$ cat src/rtl/sysid_read_master_if.sv
// ---------------------------------------------------------------------------
// sysid_read_master_if
//   Avalon-MM read-only bus between the system-ID read master and the
//   system-ID slave. Single-bit word address (0 = ID, 1 = build timestamp),
//   zero-latency read data qualified by waitrequest.
//
//   Signals:
//     address      master -> slave  word select
//     read         master -> slave  read strobe
//     waitrequest  slave  -> master stall; transfer completes when low with read high
//     readdata     slave  -> master 32-bit data, valid on the completing edge
//
//   Modports: master (read master side), slave (system-ID slave side).
// ---------------------------------------------------------------------------
interface sysid_read_master_if;
  logic        address;
  logic        read;
  logic        waitrequest;
  logic [31:0] readdata;

  modport master (
    output address,
    output read,
    input  waitrequest,
    input  readdata
  );

  modport slave (
    input  address,
    input  read,
    output waitrequest,
    output readdata
  );
endinterface

$ cat src/rtl/sysid_read_master.sv
// ---------------------------------------------------------------------------
// sysid_read_master
//   On request, reads word 0 (system ID) and word 1 (build timestamp) from the
//   system-ID slave, compares each against the expected build constants and
//   reports the result to the boot/status logic, so an FPGA image / software
//   mismatch is caught before the CPU is released.
//
//   Optional feature: define SYSID_TIMEOUT_EN to bound every read by
//   TIMEOUT_CYCLES stalled edges; without it reads wait indefinitely and the
//   timeout output is tied low.
//
//   Ports:
//     clock     in   system clock, rising edge
//     reset     in   synchronous active-high reset
//     start     in   request a check (ignored while busy)
//     avm       if   Avalon-MM master modport (address, read, waitrequest, readdata)
//     busy      out  check in progress
//     done      out  result valid; held until the next accepted start or reset
//     id_ok     out  captured ID equals EXPECTED_ID
//     ts_ok     out  captured timestamp equals EXPECTED_TS
//     pass      out  id_ok & ts_ok & ~timeout
//     timeout   out  a read exceeded TIMEOUT_CYCLES stalled edges
//     id_value  out  last captured ID word
//     ts_value  out  last captured timestamp word
// ---------------------------------------------------------------------------
module sysid_read_master #(
  parameter logic [31:0] EXPECTED_ID    = 32'h1111_1111,
  parameter logic [31:0] EXPECTED_TS    = 32'h52F1_3D16,
  parameter int unsigned TIMEOUT_CYCLES = 32'd255
) (
  input  logic                       clock,
  input  logic                       reset,
  input  logic                       start,
  sysid_read_master_if.master        avm,
  output logic                       busy,
  output logic                       done,
  output logic                       id_ok,
  output logic                       ts_ok,
  output logic                       pass,
  output logic                       timeout,
  output logic [31:0]                id_value,
  output logic [31:0]                ts_value
);

  // A zero timeout would abort every stalled read immediately.
  if (TIMEOUT_CYCLES < 32'd1) begin : g_timeout_range
    $error("sysid_read_master: TIMEOUT_CYCLES must be >= 1");
  end

  typedef enum logic [1:0] {
    IDLE  = 2'd0,
    RD_ID = 2'd1,
    RD_TS = 2'd2,
    DONE  = 2'd3
  } state_t;

  state_t      state_r, state_s;
  logic        address_r, address_s;
  logic        read_r, read_s;
  logic        busy_r, busy_s;
  logic        done_r, done_s;
  logic        id_ok_r, id_ok_s;
  logic        ts_ok_r, ts_ok_s;
  logic        pass_r, pass_s;
  logic        timeout_r, timeout_s;
  logic [31:0] id_value_r, id_value_s;
  logic [31:0] ts_value_r, ts_value_s;
  logic        stall_expired_s;

`ifdef SYSID_TIMEOUT_EN
  localparam int unsigned CNT_W = $clog2(TIMEOUT_CYCLES + 32'd1);
  localparam logic [CNT_W-1:0] CNT_LAST = CNT_W'(TIMEOUT_CYCLES - 32'd1);

  logic [CNT_W-1:0] wait_cnt_r, wait_cnt_s;

  // Stall counter: counts stalled edges of the current read. It is zero
  // whenever no stall is in progress, so it is zero on entering each RD state.
  always_comb begin
    wait_cnt_s = wait_cnt_r;
    if ((state_r == RD_ID || state_r == RD_TS) && avm.waitrequest) begin
      wait_cnt_s = wait_cnt_r + CNT_W'(1);
    end else begin
      wait_cnt_s = '0;
    end
  end

  // Stall counter register.
  always_ff @(posedge clock) begin
    if (reset) begin
      wait_cnt_r <= '0;
    end else begin
      wait_cnt_r <= wait_cnt_s;
    end
  end

  // This edge is the TIMEOUT_CYCLES-th stalled edge of the current read.
  assign stall_expired_s = avm.waitrequest && (wait_cnt_r == CNT_LAST);
`else
  assign stall_expired_s = 1'b0;
`endif

  // Next-state and next-output logic; every output is computed here and
  // registered below.
  always_comb begin
    state_s    = state_r;
    address_s  = address_r;
    read_s     = read_r;
    busy_s     = busy_r;
    done_s     = done_r;
    id_ok_s    = id_ok_r;
    ts_ok_s    = ts_ok_r;
    pass_s     = pass_r;
    timeout_s  = timeout_r;
    id_value_s = id_value_r;
    ts_value_s = ts_value_r;

    case (state_r)
      IDLE, DONE: begin
        if (start) begin
          state_s   = RD_ID;
          address_s = 1'b0;
          read_s    = 1'b1;
          busy_s    = 1'b1;
          done_s    = 1'b0;
          id_ok_s   = 1'b0;
          ts_ok_s   = 1'b0;
          pass_s    = 1'b0;
          timeout_s = 1'b0;
        end else begin
          state_s = state_r;
        end
      end

      RD_ID, RD_TS: begin
        if (stall_expired_s) begin
          // Abandon the read; the flag of the unread word stays 0.
          state_s   = DONE;
          read_s    = 1'b0;
          busy_s    = 1'b0;
          done_s    = 1'b1;
          pass_s    = 1'b0;
          timeout_s = 1'b1;
        end else if (!avm.waitrequest) begin
          if (state_r == RD_ID) begin
            state_s    = RD_TS;
            address_s  = 1'b1;
            id_value_s = avm.readdata;
            id_ok_s    = (avm.readdata == EXPECTED_ID);
          end else begin
            state_s    = DONE;
            read_s     = 1'b0;
            busy_s     = 1'b0;
            done_s     = 1'b1;
            ts_value_s = avm.readdata;
            ts_ok_s    = (avm.readdata == EXPECTED_TS);
            // timeout cannot be set on a completing edge, so it drops out here.
            pass_s     = id_ok_r && (avm.readdata == EXPECTED_TS);
          end
        end else begin
          // Stalled: address and read stay as registered.
          state_s = state_r;
        end
      end

      default: begin
        state_s = IDLE;
        read_s  = 1'b0;
        busy_s  = 1'b0;
      end
    endcase
  end

  // State and output registers.
  always_ff @(posedge clock) begin
    if (reset) begin
      state_r    <= IDLE;
      address_r  <= 1'b0;
      read_r     <= 1'b0;
      busy_r     <= 1'b0;
      done_r     <= 1'b0;
      id_ok_r    <= 1'b0;
      ts_ok_r    <= 1'b0;
      pass_r     <= 1'b0;
      timeout_r  <= 1'b0;
      id_value_r <= 32'h0000_0000;
      ts_value_r <= 32'h0000_0000;
    end else begin
      state_r    <= state_s;
      address_r  <= address_s;
      read_r     <= read_s;
      busy_r     <= busy_s;
      done_r     <= done_s;
      id_ok_r    <= id_ok_s;
      ts_ok_r    <= ts_ok_s;
      pass_r     <= pass_s;
      timeout_r  <= timeout_s;
      id_value_r <= id_value_s;
      ts_value_r <= ts_value_s;
    end
  end

  assign avm.address = address_r;
  assign avm.read    = read_r;
  assign busy        = busy_r;
  assign done        = done_r;
  assign id_ok       = id_ok_r;
  assign ts_ok       = ts_ok_r;
  assign pass        = pass_r;
  assign timeout     = timeout_r;
  assign id_value    = id_value_r;
  assign ts_value    = ts_value_r;

endmodule
$ cat src/flat_wrapper.sv
// flat-port wrapper written by rule: the top's interface ports become plain ports
module sysid_read_master_flat 
#(
  parameter logic [31:0] EXPECTED_ID    = 32'h1111_1111,
  parameter logic [31:0] EXPECTED_TS    = 32'h52F1_3D16,
  parameter int unsigned TIMEOUT_CYCLES = 32'd255
)
  (clock, reset, start, busy, done, id_ok, ts_ok, pass, timeout, id_value, ts_value, avm_address, avm_read, avm_waitrequest, avm_readdata);
  sysid_read_master_if avm_i ();
  input  logic clock;
  input  logic reset;
  input  logic start;
  output logic busy;
  output logic done;
  output logic id_ok;
  output logic ts_ok;
  output logic pass;
  output logic timeout;
  output logic [31:0] id_value;
  output logic [31:0] ts_value;
  output wire logic [$bits(avm_i.address)-1:0] avm_address;
  output wire logic [$bits(avm_i.read)-1:0] avm_read;
  input wire logic [$bits(avm_i.waitrequest)-1:0] avm_waitrequest;
  input wire logic [$bits(avm_i.readdata)-1:0] avm_readdata;
  assign avm_address = avm_i.address;
  assign avm_read = avm_i.read;
  assign avm_i.waitrequest = avm_waitrequest;
  assign avm_i.readdata = avm_readdata;
  sysid_read_master #(.EXPECTED_ID(EXPECTED_ID), .EXPECTED_TS(EXPECTED_TS), .TIMEOUT_CYCLES(TIMEOUT_CYCLES)) u_core (.clock(clock), .reset(reset), .start(start), .avm(avm_i), .busy(busy), .done(done), .id_ok(id_ok), .ts_ok(ts_ok), .pass(pass), .timeout(timeout), .id_value(id_value), .ts_value(ts_value));
endmodule
$ cat config.mk
export PLATFORM = sky130hd
export DESIGN_NAME = sysid_read_master_flat
export DESIGN_NICKNAME = d
export VERILOG_FILES = /design/src/rtl/sysid_read_master_if.sv /design/src/rtl/sysid_read_master.sv /design/src/flat_wrapper.sv
export SDC_FILE = /design/constraint.sdc
export NUM_CORES = 1
export LEC_CHECK = 0
export ABC_CLOCK_PERIOD_IN_PS = 2500
export CORE_MARGIN = 4
export CORE_UTILIZATION = 43
export DETAILED_ROUTE_END_ITERATION = 10
export PLACE_DENSITY = 0.77
export REMOVE_ABC_BUFFERS = 1
export SETUP_SLACK_MARGIN = 0.4
export SYNTH_ARGS = -nofsm -noshare
export SYNTH_HDL_FRONTEND = slang
export SYNTH_SLANG_ARGS = --single-unit
$ cat constraint.sdc
create_clock -name clock -period 2.5 [get_ports clock]
set_clock_uncertainty 0.05 [all_clocks]
set_input_delay 0.5 -clock clock [delete_from_list [all_inputs] [get_ports clock]]
set_output_delay 0.5 -clock clock [all_outputs]
set_load 0.005 [all_outputs]
==> results_tabular.tex <==
\begin{tabular}{lr}
\hline
Metric & Value \\
\hline
\multicolumn{2}{l}{\textbf{Run status}} \\
\quad Outcome & finished, final reports clean \\
\multicolumn{2}{l}{\textbf{Yosys}} \\
\quad Synth top area cells & sky130\_fd\_sc\_hd\_\_dfxtp\_1 (54\%), sky130\_fd\_sc\_hd\_\_nand2\_1 (19\%), sky130\_fd\_sc\_hd\_\_a21oi\_1 (13\%) \\
\quad Compound-gate portion of the synthesized area & 15.1\% \\
\quad Post-synthesis cell type count & 28 \\
\quad Sequential share of the synthesized area & between 50\% and 60\% \\
\quad Synth Register Bits & 72 \\
\quad Area leader, netlist & sky130\_fd\_sc\_hd\_\_dfxtp\_1 \\
\quad Share of synthesized area spent on multiplexers & less than 1\% \\
\quad Fraction of the mapped netlist area in simple logic gates & about a quarter \\
\quad Post-synthesis cell area & between 2000 and 3000 sq um \\
\quad Xor and xnor fraction of the mapped netlist area & 0\% \\
\quad Post-synth top area share & 53.9\% \\
\quad Count of yosys warnings during synthesis & 0 \\
\quad Adder-cell share of the synthesized area & under 10\% \\
\quad Post-synthesis cell count & about 340 \\
\quad Per-instance average area after synthesis & approximately 8.0 sq um \\
\quad Dominant combinational cell family by area after synthesis & simple AND/OR/NAND/NOR gates \\
\multicolumn{2}{l}{\textbf{Placed design}} \\
\quad Estimated wirelength of the detail-placed design & 5.55 mm \\
\quad Worst setup timing slack at the placement stage & between 0.05 and 0.06 ns \\
\quad Port-buffer cells & roughly 110 \\
\quad RePlAce Congestion & between 0.7 and 0.8 \\
\quad Instance count after placement with tap cells included & 507 \\
\multicolumn{2}{l}{\textbf{Timing}} \\
\quad Worst slew slack as a fraction of its limit & between 60 and 70\% \\
\quad Max Fclk & between 0.4 and 0.5 GHz \\
\quad Final hold vios & 0 \\
\quad Post-route clock period utilization & 82.2\% \\
\quad Period minus WS final & $\sim$2.1 ns \\
\quad Unrepaired setup endpoints after global routing & yes \\
\quad Slew @ Worst Pin & 0.506 ns \\
\quad Final count of negative-setup-slack endpoints & 0 \\
\quad Slew Viols, Final & 0 \\
\quad Worst setup margin & around 0.44 ns \\
\multicolumn{2}{l}{\textbf{Power and ir drop}} \\
\quad Switch Pwr & 0.000748 W \\
\quad Combinational cell fraction of total power & 21.4\% \\
\quad Fraction of power consumed by the clock network & between 30\% and 40\% \\
\quad Total leakage power & about 1.4 nW \\
\quad Power per cell area & around 660 nW/um\^{}2 \\
\quad Sequential power share & between 40\% and 50\% \\
\quad Fraction of power spent switching nets & between 20 and 30\% \\
\quad Cell internal pwr & just under 0.002 W \\
\quad Peak VDD IR & approximately 400 uV \\
\multicolumn{2}{l}{\textbf{Clock network}} \\
\quad H-tree depth & 3 \\
\quad CTS Sinks & 72 \\
\quad Clock tree from TritonCTS & done \\
\quad CTS buffer count & 9 \\
\quad Clock slew at reported path FFs & 0.08 ns \\
\quad Maximum count of clock buffers along a single path & 2 \\
\quad Hold-fix buffers, CTS & 0 \\
\quad Clock root buffer & sky130\_fd\_sc\_hd\_\_clkbuf\_8 \\
\quad Clock Latency Late Sink & about 0.34 ns \\
\multicolumn{2}{l}{\textbf{Finish}} \\
\quad Most common cell after layout, fill and taps aside & sky130\_fd\_sc\_hd\_\_nand2\_1 \\
\quad Leading cell types in the layout, fill and taps excluded & sky130\_fd\_sc\_hd\_\_nand2\_1 (135), sky130\_fd\_sc\_hd\_\_clkdlybuf4s50\_1 (105), sky130\_fd\_sc\_hd\_\_dfxtp\_1 (71) \\
\quad Number of antenna diodes & 0 \\
\quad Syn-to-layout area delta & 51.6\% \\
\quad Final cell utilization of the core & 67.7\% \\
\quad FF+latch area & roughly 1400 sq um \\
\quad Final layout net count & 482 \\
\quad Number of cells in the finished layout apart from fillers & 523 \\
\quad Area of the multi-input gates & 1160 sq um \\
\quad Filler Cells Inserted & approximately 520 \\
\quad Share of final-layout standard cells stronger than drive strength 1 & around 8.5\% \\
\multicolumn{2}{l}{\textbf{Route}} \\
\quad Iteration-0 DRC count of the detailed router & 120 \\
\quad Post-Route WL & between 7 and 8 mm \\
\quad Detailed-route DRC error count & 0 \\
\quad Routed wire length per instance & 14.7 um \\
\quad Via count normalized by instance count & around 5 \\
\quad Via total after detailed routing & about 2700 \\
\quad Length of the first detailed-routing pass in iterations & 4 \\
\quad Final antenna-violating net count & 0 \\
\multicolumn{2}{l}{\textbf{Global routing}} \\
\quad Global-route total usage across every layer & a little over a fifth \\
\quad Largest net degree at the start of global routing & 31 \\
\quad Global-route wire length before repair & 12.3 mm \\
\quad Overflow after GRT & 0 \\
\quad Via count of the first global-routing pass & 2548 \\
\quad Number of antenna violations at the first check in global routing & 0 \\
\multicolumn{2}{l}{\textbf{Floorplan}} \\
\quad X dimension of the die & around 87 um \\
\quad Effective utilization at floorplan & between 40 and 50\% \\
\quad Area of the core & roughly 6000 sq um \\
\quad Site row count & 28 \\
\quad I/O pin count & about 110 \\
\quad Die area & about 7500 sq um \\
\quad Die Height & just under 90 um \\
\multicolumn{2}{l}{\textbf{Setup path}} \\
\quad Startpoint Class & flop \\
\quad Critical-path maximum fanout & 7 \\
\quad Register-to-Register Setup Slack & 0.44 ns \\
\quad Critical path endpoint category & flop \\
\quad Crit path DAT & about 2.3 ns \\
\quad CP required & 2.71 ns \\
\quad Critical path start-end classification & flop to flop \\
\multicolumn{2}{l}{\textbf{Job}} \\
\quad Max-Cap Viols & 0 \\
\multicolumn{2}{l}{\textbf{Min path}} \\
\quad Class of the worst hold path & flop to flop \\
\hline
\end{tabular}
[power by group through the flow]
| stage | Combinational [W] | Clock [W] | Sequential, W |
|---|---|---|---|
| floorplan | 0.000207 | 0 | 0.00131 |
| global placement | 0.000556 | 0 | 0.00130 |
| detailed placement | 0.000566 | 0 | 0.00131 |
| CTS | 0.000579 | 0.000849 | 0.00128 |
| global route | 0.000635 | 0.000901 | 0.00129 |
| finish | 0.000576 | 0.000833 | 0.00128 |
[final cells by class]
type	instances	area share (%)
clock inverters	5	0.771
multi-input cells	237	28.6
well taps	75	2.31
inverters	5	0.463
repair buffers	118	28.6
flip-flops and latches	72	35.6
clock buffers	11	3.73
[critical path: stages, from the launching register on]
cell	delay, ns
sky130_fd_sc_hd__dfxtp_2	0.34
sky130_fd_sc_hd__inv_1	0.08
sky130_fd_sc_hd__ha_4	0.28
sky130_fd_sc_hd__or3_4	0.40
sky130_fd_sc_hd__or4_4	0.56
sky130_fd_sc_hd__o32ai_4	0.26
[per-layer routing]
metal	global-route usage, %	part of all wire (%)	up-vias
met2	34.2	48	108
met1	26.0	43	1214
met4	9.77	2.4	0
li1	-	-	1315
met3	4.64	6.5	18
met5	0	0	-
[sequential cells by signal (all words and copies together), names as in the netlist]
| name | flops |
|---|---|
| u_core.busy | 1 |
| u_core.state_r | 2 |
| u_core.id_value | 32 |
| u_core.id_ok | 1 |
| u_core.avm.address | 1 |
| u_core.done | 1 |
| u_core.ts_value | 32 |
| u_core.ts_ok | 1 |
| u_core.pass | 1 |
[through the flow]
stage	setup TNS, ns	hold slack [ns]	cell area (sq um)	power, W
finish	0	0.404	4060	0.00269
global route	0	0.430	4060	0.00283
CTS	0	0.406	4040	0.00271
detailed placement	0	0.396	3850	0.00187
global placement	0	0.391	3850	0.00186
floorplan	-19.95	0.397	2580	0.00151
[cells by family (layout without fill, tap and decap cells)]
group,count (synthesis),count (layout)
AND/OR/NAND/NOR,157,157
AO/OA/AOI/OAI,75,75
flip-flops,72,72
buffers and inverters,27,139
adder cells (fa/ha/maj),3,3
other,1,1
multiplexers,1,1
[synthesized netlist by cell type, drive strengths merged]
library cell and instances:
nor4b 3, or4b 1, o211a 1, ha 3, or4 1, nand2 135, o32ai 2, nand3b 1
a211oi 1, clkbuf 20, inv 5, nor4 3, a21oi 67, o21ai 2, conb 1, nor3 2
dfxtp 72, o21bai 1, nand4 2, nor2 4, nand4b 3, or3 2, buf 2, mux2i 1
o41ai 1
[worst paths after layout]
check	from	to	cells after the start
max reg2reg	u_core.state_r[0]	u_core.pass	5
min	u_core.ts_value[30]	u_core.ts_value[30]	2
min reg2reg	u_core.ts_value[30]	u_core.ts_value[30]	2
max	u_core.state_r[0]	u_core.pass	5
[timing repair]
item                       in CTS  in global routing
setup endpoints to repair       2                  3
buffers inserted                0                  0
resized for setup               2                  2
pin swaps                       0                  2
Power figures use the tool's default switching activity.
